[config.mk]
export PLATFORM = sky130hd
export DESIGN_NAME = cajero_automatico
export DESIGN_NICKNAME = d
export VERILOG_FILES = /design/src/rtl/cajero_automatico.sv
export SDC_FILE = /design/constraint.sdc
export NUM_CORES = 1
export LEC_CHECK = 0
export CAP_MARGIN = 40
export CORE_ASPECT_RATIO = 0.5
export CORE_MARGIN = 5
export CORE_UTILIZATION = 40
export CTS_CLUSTER_SIZE = 12
export DETAILED_ROUTE_END_ITERATION = 10
export PLACE_DENSITY = 0.62
export SYNTH_ARGS = -nofsm -noshare
export SYNTH_HDL_FRONTEND = slang
export SYNTH_SLANG_ARGS = --single-unit
[constraint.sdc]
create_clock -name clk -period 3.4 [get_ports clk]
set_input_delay 0.51 -clock clk [delete_from_list [all_inputs] [get_ports clk]]
set_output_delay 0.51 -clock clk [all_outputs]
set_load 0.01 [all_outputs]
[src/rtl/cajero_automatico.sv]
// Automatic teller controller: card insertion, 4-digit PIN entry with
// three-strike lockout, and deposit/withdrawal against a 64-bit balance.
module cajero_automatico (
    input  logic        clk,
    input  logic        rst,
    input  logic        TARJETA_RECIBIDA,
    input  logic        TIPO_TRANS,
    input  logic        DIGITO_STB,
    input  logic [3:0]  DIGITO,
    input  logic [15:0] PIN,
    input  logic        MONTO_STB,
    input  logic [31:0] MONTO,
    input  logic [63:0] BALANCE_INICIAL,
    output logic        ENTREGAR_DINERO,
    output logic        PIN_INCORRECTO,
    output logic        FONDOS_INSUFICIENTES,
    output logic        BALANCE_ACTUALIZADO,
    output logic        ADVERTENCIA,
    output logic        BLOQUEO,
    output logic [63:0] BALANCE
);

    localparam int unsigned BAL_W   = 64;
    localparam int unsigned MONTO_W = 32;
    localparam int unsigned PIN_W   = 16;
    localparam int unsigned DIG_W   = 4;
    localparam int unsigned CNT_W   = 2;
    localparam int unsigned FAIL_W  = 2;

    localparam logic [DIG_W-1:0]  MAX_DIGITO  = DIG_W'(9);
    localparam logic [CNT_W-1:0]  LAST_DIGITO = CNT_W'(3);
    localparam logic [PIN_W-1:0]  DIEZ        = PIN_W'(10);
    localparam logic [FAIL_W-1:0] ONE_FAIL    = FAIL_W'(1);
    localparam logic [FAIL_W-1:0] TWO_FAILS   = FAIL_W'(2);

    typedef enum logic [1:0] {
        ESPERA_TARJETA = 2'd0,
        INGRESO_PIN    = 2'd1,
        ESPERA_MONTO   = 2'd2,
        BLOQUEADO      = 2'd3
    } state_t;

    state_t              state_q, state_d;
    logic [PIN_W-1:0]    acc_q, acc_d;
    logic [CNT_W-1:0]    count_q, count_d;
    logic [FAIL_W-1:0]   fails_q, fails_d;
    logic [BAL_W-1:0]    balance_q, balance_d;
    logic                advertencia_q, advertencia_d;
    logic                bloqueo_q, bloqueo_d;
    logic                entregar_q, entregar_d;
    logic                pin_inc_q, pin_inc_d;
    logic                fondos_q, fondos_d;
    logic                bal_act_q, bal_act_d;

    // Datapath helpers shared by the next-state logic
    logic                digito_ok_c;
    logic [PIN_W-1:0]    acc_next_c;
    logic                pin_match_c;
    logic [BAL_W:0]      suma_c;
    logic [BAL_W-1:0]    deposito_c;
    logic [BAL_W-1:0]    monto_ext_c;
    logic                alcanza_c;

    // Digit accumulation, saturating deposit sum and withdrawal affordability
    always_comb begin
        digito_ok_c = DIGITO_STB && (DIGITO <= MAX_DIGITO);
        acc_next_c  = PIN_W'(acc_q * DIEZ) + PIN_W'(DIGITO);
        pin_match_c = (acc_next_c == PIN);
        monto_ext_c = BAL_W'(MONTO);
        suma_c      = (BAL_W+1)'(balance_q) + (BAL_W+1)'(monto_ext_c);
        deposito_c  = suma_c[BAL_W] ? {BAL_W{1'b1}} : suma_c[BAL_W-1:0];
        alcanza_c   = (monto_ext_c <= balance_q);
    end

    // State and output registers; reset clears everything immediately
    always_ff @(posedge clk or negedge rst) begin
        if (!rst) begin
            state_q       <= ESPERA_TARJETA;
            acc_q         <= '0;
            count_q       <= '0;
            fails_q       <= '0;
            balance_q     <= '0;
            advertencia_q <= 1'b0;
            bloqueo_q     <= 1'b0;
            entregar_q    <= 1'b0;
            pin_inc_q     <= 1'b0;
            fondos_q      <= 1'b0;
            bal_act_q     <= 1'b0;
        end else begin
            state_q       <= state_d;
            acc_q         <= acc_d;
            count_q       <= count_d;
            fails_q       <= fails_d;
            balance_q     <= balance_d;
            advertencia_q <= advertencia_d;
            bloqueo_q     <= bloqueo_d;
            entregar_q    <= entregar_d;
            pin_inc_q     <= pin_inc_d;
            fondos_q      <= fondos_d;
            bal_act_q     <= bal_act_d;
        end
    end

    // Next-state and next-output logic; pulses default low every cycle
    always_comb begin
        state_d       = state_q;
        acc_d         = acc_q;
        count_d       = count_q;
        fails_d       = fails_q;
        balance_d     = balance_q;
        advertencia_d = advertencia_q;
        bloqueo_d     = bloqueo_q;
        entregar_d    = 1'b0;
        pin_inc_d     = 1'b0;
        fondos_d      = 1'b0;
        bal_act_d     = 1'b0;

        unique case (state_q)
            ESPERA_TARJETA: begin
                if (TARJETA_RECIBIDA) begin
                    balance_d = BALANCE_INICIAL;
                    acc_d     = '0;
                    count_d   = '0;
                    state_d   = INGRESO_PIN;
                end
            end

            INGRESO_PIN: begin
                // Card removal wins over any digit in the same cycle
                if (!TARJETA_RECIBIDA) begin
                    state_d = ESPERA_TARJETA;
                end else if (digito_ok_c) begin
                    if (count_q == LAST_DIGITO) begin
                        acc_d   = '0;
                        count_d = '0;
                        if (pin_match_c) begin
                            fails_d       = '0;
                            advertencia_d = 1'b0;
                            state_d       = ESPERA_MONTO;
                        end else begin
                            pin_inc_d = 1'b1;
                            fails_d   = fails_q + ONE_FAIL;
                            if (fails_q == ONE_FAIL) begin
                                advertencia_d = 1'b1;
                            end
                            if (fails_q == TWO_FAILS) begin
                                bloqueo_d = 1'b1;
                                state_d   = BLOQUEADO;
                            end
                        end
                    end else begin
                        acc_d   = acc_next_c;
                        count_d = count_q + CNT_W'(1);
                    end
                end
            end

            ESPERA_MONTO: begin
                if (!TARJETA_RECIBIDA) begin
                    state_d = ESPERA_TARJETA;
                end else if (MONTO_STB) begin
                    state_d = ESPERA_TARJETA;
                    if (!TIPO_TRANS) begin
                        balance_d = deposito_c;
                        bal_act_d = 1'b1;
                    end else if (alcanza_c) begin
                        balance_d  = balance_q - monto_ext_c;
                        entregar_d = 1'b1;
                        bal_act_d  = 1'b1;
                    end else begin
                        fondos_d = 1'b1;
                    end
                end
            end

            BLOQUEADO: begin
                // Only reset leaves this state
                bloqueo_d = 1'b1;
            end

            default: begin
                state_d = ESPERA_TARJETA;
            end
        endcase
    end

    assign ENTREGAR_DINERO      = entregar_q;
    assign PIN_INCORRECTO       = pin_inc_q;
    assign FONDOS_INSUFICIENTES = fondos_q;
    assign BALANCE_ACTUALIZADO  = bal_act_q;
    assign ADVERTENCIA          = advertencia_q;
    assign BLOQUEO              = bloqueo_q;
    assign BALANCE              = balance_q;

endmodule
Word-level counts from Yosys, hierarchy flattened
Index checks and enable logic that the tools add are counted.
{ "totals": {"input_bits": 122, "romBits": 0, "latch_bits": 0, "wordCells": 106, "memories": 0, "ramBits": 0, "register_bits": 92} }
{ "classes": {"addsub": 5, "div": 0, "n_eq_ne": 20, "n_reduce_logical": 13, "mux": 54, "shift": 0, "bitwise_logic": 0, "n_mul": 1, "order_cmp": 2} }
{ "op_table": {"columns": ["cell", "n"], "rows": [
  ["64-bit 2-to-1 mux", 6],
  ["64-bit one-hot mux with 2 select lines", 1],
  ["64-bit by 32-bit adder with 65-bit output", 1],
  ["32-bit by 64-bit <= comparator with 1-bit output", 1],
  ["16-bit 2-to-1 mux", 4],
  ["64-bit by 32-bit subtractor with 64-bit output", 1],
  ["16-bit one-hot mux with 2 select lines", 1],
  ["1-bit 2-to-1 mux", 26],
  ["2-bit 2-to-1 mux", 13],
  ["16-bit by 4-bit adder with 16-bit output", 1],
  ["16-bit equality test", 1],
  ["16-bit by 3-bit multiplier with 15-bit output, second input constant", 1],
  ["2-bit inequality test, second input constant", 8],
  ["3-bit inequality test, second input constant", 4],
  ["6-bit AND reduction", 2],
  ["5-bit AND reduction", 2],
  ["2-bit equality test, second input constant", 4],
  ["4-bit AND reduction", 2],
  ["2-bit nonzero test", 4],
  ["2-bit one-hot mux with 3 select lines", 1],
  ["2-bit by 1-bit adder with 2-bit output, second input constant", 2],
  ["2-bit by 1-bit equality test with 1-bit output, second input constant", 2],
  ["4-bit <= comparator, second input constant", 1],
  ["4-bit inequality test, second input constant", 1],
  ["5 further kinds", 5]
]} }

Longest topological paths before layout
{ "logic_depth": {"ltp_word": 8, "depth_mapped": 15} }

Worst setup path before layout
OpenSTA, ideal clock, no wires.
{ "synth_path": {"path_kind": "reg2reg", "from": "register acc_q[1]", "to": "register bloqueo_q, in the netlist BLOQUEO", "n_path_buf": 0, "t_arrival_ps": 3420, "stages_incl_launch_ff": 15, "slack_ps": -158, "synth_period_minus_slack_ps": 3558, "required_ps": 3262, "cell_sequence": "dfrtp_1 -> ha_1 -> ha_1 -> inv_1 -> fa_1 -> xnor2_1 -> nand2_1 -> nor4_1 -> nand3_1 -> xnor2_1 -> xnor2_1 -> nand4_1 -> or3_1 -> nor3_2 -> o21ai_0"} }
{ "synth_via": {"elab_chain_cells": 5} }
{ "synth_rtl": {"columns": ["element", "line", "text"], "rows": [
  ["start, declared", "44", "logic [PIN_W-1:0] acc_q, acc_d;"],
  ["start signal, assigned", "79", "acc_q <= '0;"],
  ["start signal, assigned", "91", "acc_q <= acc_d;"],
  ["16-bit by 3-bit multiplier with 15-bit output", "67", "acc_next_c = PIN_W'(acc_q * DIEZ) + PIN_W'(DIGITO);"],
  ["16-bit by 4-bit adder with 16-bit output", "67", null],
  ["16-bit equality test", "68", "pin_match_c = (acc_next_c == PIN);"],
  ["2-bit inequality test (no line)", null, null],
  ["6-bit AND reduction (no line)", null, null],
  ["end signal, assigned", "96", "bloqueo_q <= bloqueo_d;"],
  ["end, declared", "49", "logic bloqueo_q, bloqueo_d;"]
]} }
No other way between the ends.
A chain may end at the register's enable or synchronous reset.

Worst setup path in the final report
{ "layout_path": {"from": "register acc_q[3]", "to": "register fails_q[1]"} }
{ "layout_via": {"elab_chain_cells": 4} }
{ "layout_rtl": {"columns": ["element", "line", "text"], "rows": [
  ["16-bit by 3-bit multiplier with 15-bit output", "67", null],
  ["16-bit by 4-bit adder with 16-bit output", "67", null],
  ["16-bit equality test", "68", null],
  ["2-bit 2-to-1 mux", "136", "if (pin_match_c) begin"],
  ["end signal, assigned", "93", "fails_q <= fails_d;"],
  ["end, declared", "46", "logic [FAIL_W-1:0] fails_q, fails_d;"]
]} }
No other way between the ends.

==> run metrics <==
number of global-route vias before repair about 13000; DIE AREA around 0.029 mm²; Syn. warnings 0; input/output buffers around 190; FF+latch count, synth 91; CP Max Fanout 7; HPWL Detailed approximately 35 mm; detailed-route wire length per cell ~20 µm; Clock Tree Buf Depth 2; post-synthesis cell area 0.0104 mm²; Fmax achieved between 200 and 300 MHz; num ports between 150 and 200; global-route wire length before repair a little under 70 mm; CTS Sinks between 90 and 100; Peak VDD IR between 0.2 and 0.25 mV; number of synthesized flops with an enable pin 0; Via Count roughly 13000; worst setup margin -161 ps; worst slew pin tran around 720 ps; endpoint arrival time on the critical path approximately 3800 ps; asr flop ratio synth 100%; max-capacitance violation count 0; Inserted Clock Buffers 9; Final setup viols 7; CP Data Required Time about 3700 ps; pin count of the biggest net entering global routing 50; Root Driver clkbuf_16; sequential cell area around 0.0023 mm²; flop2flop setup slack -160 ps; vias per cell 5.75; initial antenna violation count 0; WS Path Type flip-flop to flip-flop; Startpoint Class flip-flop; Leak 7.42 nW; GP Congestion a little over 1; syn avg cell area around 7.4 µm²; clk_lat worst skew ~390 ps; Slew Limit Fails 0; setup tns final -1070 ps; DRT Pass-1 Iters 6; overall die height ~120 µm; post-synthesis sequential area ratio 22.0%; CTS tree yes; Yosys cell types just over 80; Top FF cell, synth dfrtp_1; clock transition at the registers of the reported paths around 80 ps; min Tclk post-route around 3600 ps; # DRC 0; Hold WC Path Type input pin to async pin; layout cell share with drive strength beyond 1 32.6%; leading cell type in the layout, fill and taps excluded buf_4; area of the multi-input gates about 0.0087 mm²; unrepaired setup endpoints after global routing yes; fill count around 2100; htree depth 3; ANT nets after route 0; final core utilization around two thirds; status finished, violations left; total grt overflow 0; Syn Nets 1619; Initial Util between 40 and 50%; # diodes 0; Post-Syn Instances 1400; Fin. Hold Viols 0; Critical Path Source acc_q[3]$_DFFE_PN0P_; PD cells 351 mW/mm²; crit share post-route 105%; Iteration-0 DRC Markers roughly 1100; Cell Rows 41; Layout Nets 2147; Core Area approximately 0.025 mm²; violated checks setup timing; chip width about 240 µm; max_slew headroom ~52%; Reg-to-Reg Start acc_q[3]$_DFFE_PN0P_; Routed WL between 40 and 50 mm; commonest cells after routing, fill and taps aside buf_4 (385), clkdlybuf4s50_1 (175), nand2_1 (115); GRT Overall Usage 29.4%; crit end category flip-flop; Layout Skew about 12 ps; Synth-to-Final Area Change 65.3%
[path summary, 6_finish.rpt]
check,end,depth (start not counted)
max in group asynchronous,BALANCE[27]$_DFFE_PN0P_,2
worst min register to register,acc_q[13]$_DFFE_PN0P_,2
worst min-delay path,FONDOS_INSUFICIENTES$_DFF_PN0_,1
worst max register to register,fails_q[1]$_DFFE_PN0P_,17
min in group clk,acc_q[13]$_DFFE_PN0P_,2
worst max-delay path,fails_q[1]$_DFFE_PN0P_,17
[power breakdown]
| part | total, W | switching (W) | internal, W |
|---|---|---|---|
| registers | 0.00135 | 0.000154 | 0.00120 |
| logic | 0.00356 | 0.00174 | 0.00183 |
| clock network | 0.00109 | 0.000576 | 0.000517 |
| total | 0.00601 | 0.00247 | 0.00354 |
[metrics by stage]
stage	setup WS, ps	instances	total power, W	area, µm²	hold WS, ps
finish	-161	2277	0.00601	17100	156
CTS	-194	2258	0.00569	16300	180
detailed placement	-905	2224	0.00442	15300	489
global route	-276	2277	0.00633	17100	216
global placement	-971	2224	0.00440	15300	460
floorplan	-9.29	1400	0.00280	10500	214
[cells by family (layout without fill, tap and decap cells)]
| logic type | after synthesis | count (layout) | share of synthesized area, % |
|---|---|---|---|
| AOI/OAI and AO/OA | 478 | 479 | 30.2 |
| xor gates and xnor gates | 69 | 69 | 5.83 |
| adders and majority gates | 97 | 97 | 12.0 |
| and+or+nand+nor | 496 | 496 | 23.5 |
| muxes | 2 | 2 | 0.193 |
| DFF | 91 | 91 | 22.0 |
| buffers and inverters | 167 | 699 | 6.37 |
[registers in the layout, summed over array words and instances (netlist names)]
| name | flops |
|---|---|
| ADVERTENCIA | 1 |
| BALANCE | 64 |
| BALANCE_ACTUALIZADO | 1 |
| BLOQUEO | 1 |
| ENTREGAR_DINERO | 1 |
| FONDOS_INSUFICIENTES | 1 |
| PIN_INCORRECTO | 1 |
| acc_q | 15 |
| count_q | 2 |
| fails_q | 2 |
| state_q | 2 |
[synth_stat cells, types with 5 or more instances]
| cell | number | share of area, % |
|---|---|---|
| nor4_1 | 14 | 0.84 |
| buf_2 | 9 | 0.43 |
| nor3_1 | 58 | 2.8 |
| a311oi_1 | 12 | 1.0 |
| clkbuf_1 | 61 | 2.2 |
| nand2b_1 | 15 | 0.90 |
| nor2_1 | 115 | 4.2 |
| o31ai_1 | 17 | 1.2 |
| and3_1 | 16 | 0.97 |
| nand3_1 | 43 | 2.1 |
| nor2b_1 | 16 | 0.97 |
| a21boi_0 | 8 | 0.58 |
| dfrtp_1 | 91 | 22 |
| or2_2 | 12 | 0.72 |
| a22oi_1 | 6 | 0.43 |
| nand2_1 | 123 | 4.5 |
| a211oi_1 | 14 | 1.0 |
| xnor2_1 | 53 | 4.5 |
| ha_1 | 93 | 11 |
| inv_1 | 88 | 3.2 |
| or3_1 | 28 | 1.7 |
| o21a_1 | 16 | 1.2 |
| o21ai_0 | 113 | 5.5 |
| a21oi_1 | 112 | 5.4 |
| a21o_1 | 17 | 1.2 |
| a22o_1 | 9 | 0.76 |
| o22ai_1 | 30 | 1.8 |
| a31oi_1 | 21 | 1.3 |
| o41ai_1 | 5 | 0.42 |
| xor2_1 | 16 | 1.4 |
| o21bai_1 | 16 | 1.2 |
| o211ai_1 | 12 | 0.87 |
| a211o_1 | 5 | 0.42 |
| nand4_1 | 27 | 1.6 |
| a31o_2 | 8 | 0.68 |
[layout make-up]
class / instances / share of cell area [%]
well taps: 344 / 2.51
repair buffers: 594 / 29.5
clock buffers: 9 / 1.31
multi-input cells: 1143 / 51.0
inverters: 89 / 1.95
clock inverters: 7 / 0.416
flip-flops and latches: 91 / 13.3
[what timing repair did]
| item | in CTS | in global routing |
|---|---|---|
| hold buffers | 0 | 0 |
| cloned | 1 | 1 |
| setup endpoints to repair | 70 | 70 |
| gates resized for setup | 112 | 162 |
| pin swaps | 32 | 77 |
| buffers inserted | 17 | 19 |
[per-layer routing]
| layer | part of all wire (%) | global-route usage, % | routed length [µm] |
|---|---|---|---|
| met1 | 44 | 39.2 | 19700 |
| met2 | 47 | 49.4 | 21400 |
| met3 | 6.6 | 5.11 | 3000 |
| met4 | 2.5 | 8.79 | 1130 |
| met5 | 0 | 0 | 0 |
[critical path, cell delays in order, from the launching register on]
cell and delay, ps:
dfrtp_1 390, ha_1 290, ha_2 190, inv_2 40, fa_2 380, xnor2_2 230
nand2_2 100, buf_6 130, nor2_4 110, xnor2_2 100, xnor2_2 160, a2111oi_4 310
buf_4 170, nand4_1 100, or3_4 390, nor3_4 120, buf_6 150, o31ai_1 70
Power figures use the tool's default switching activity.
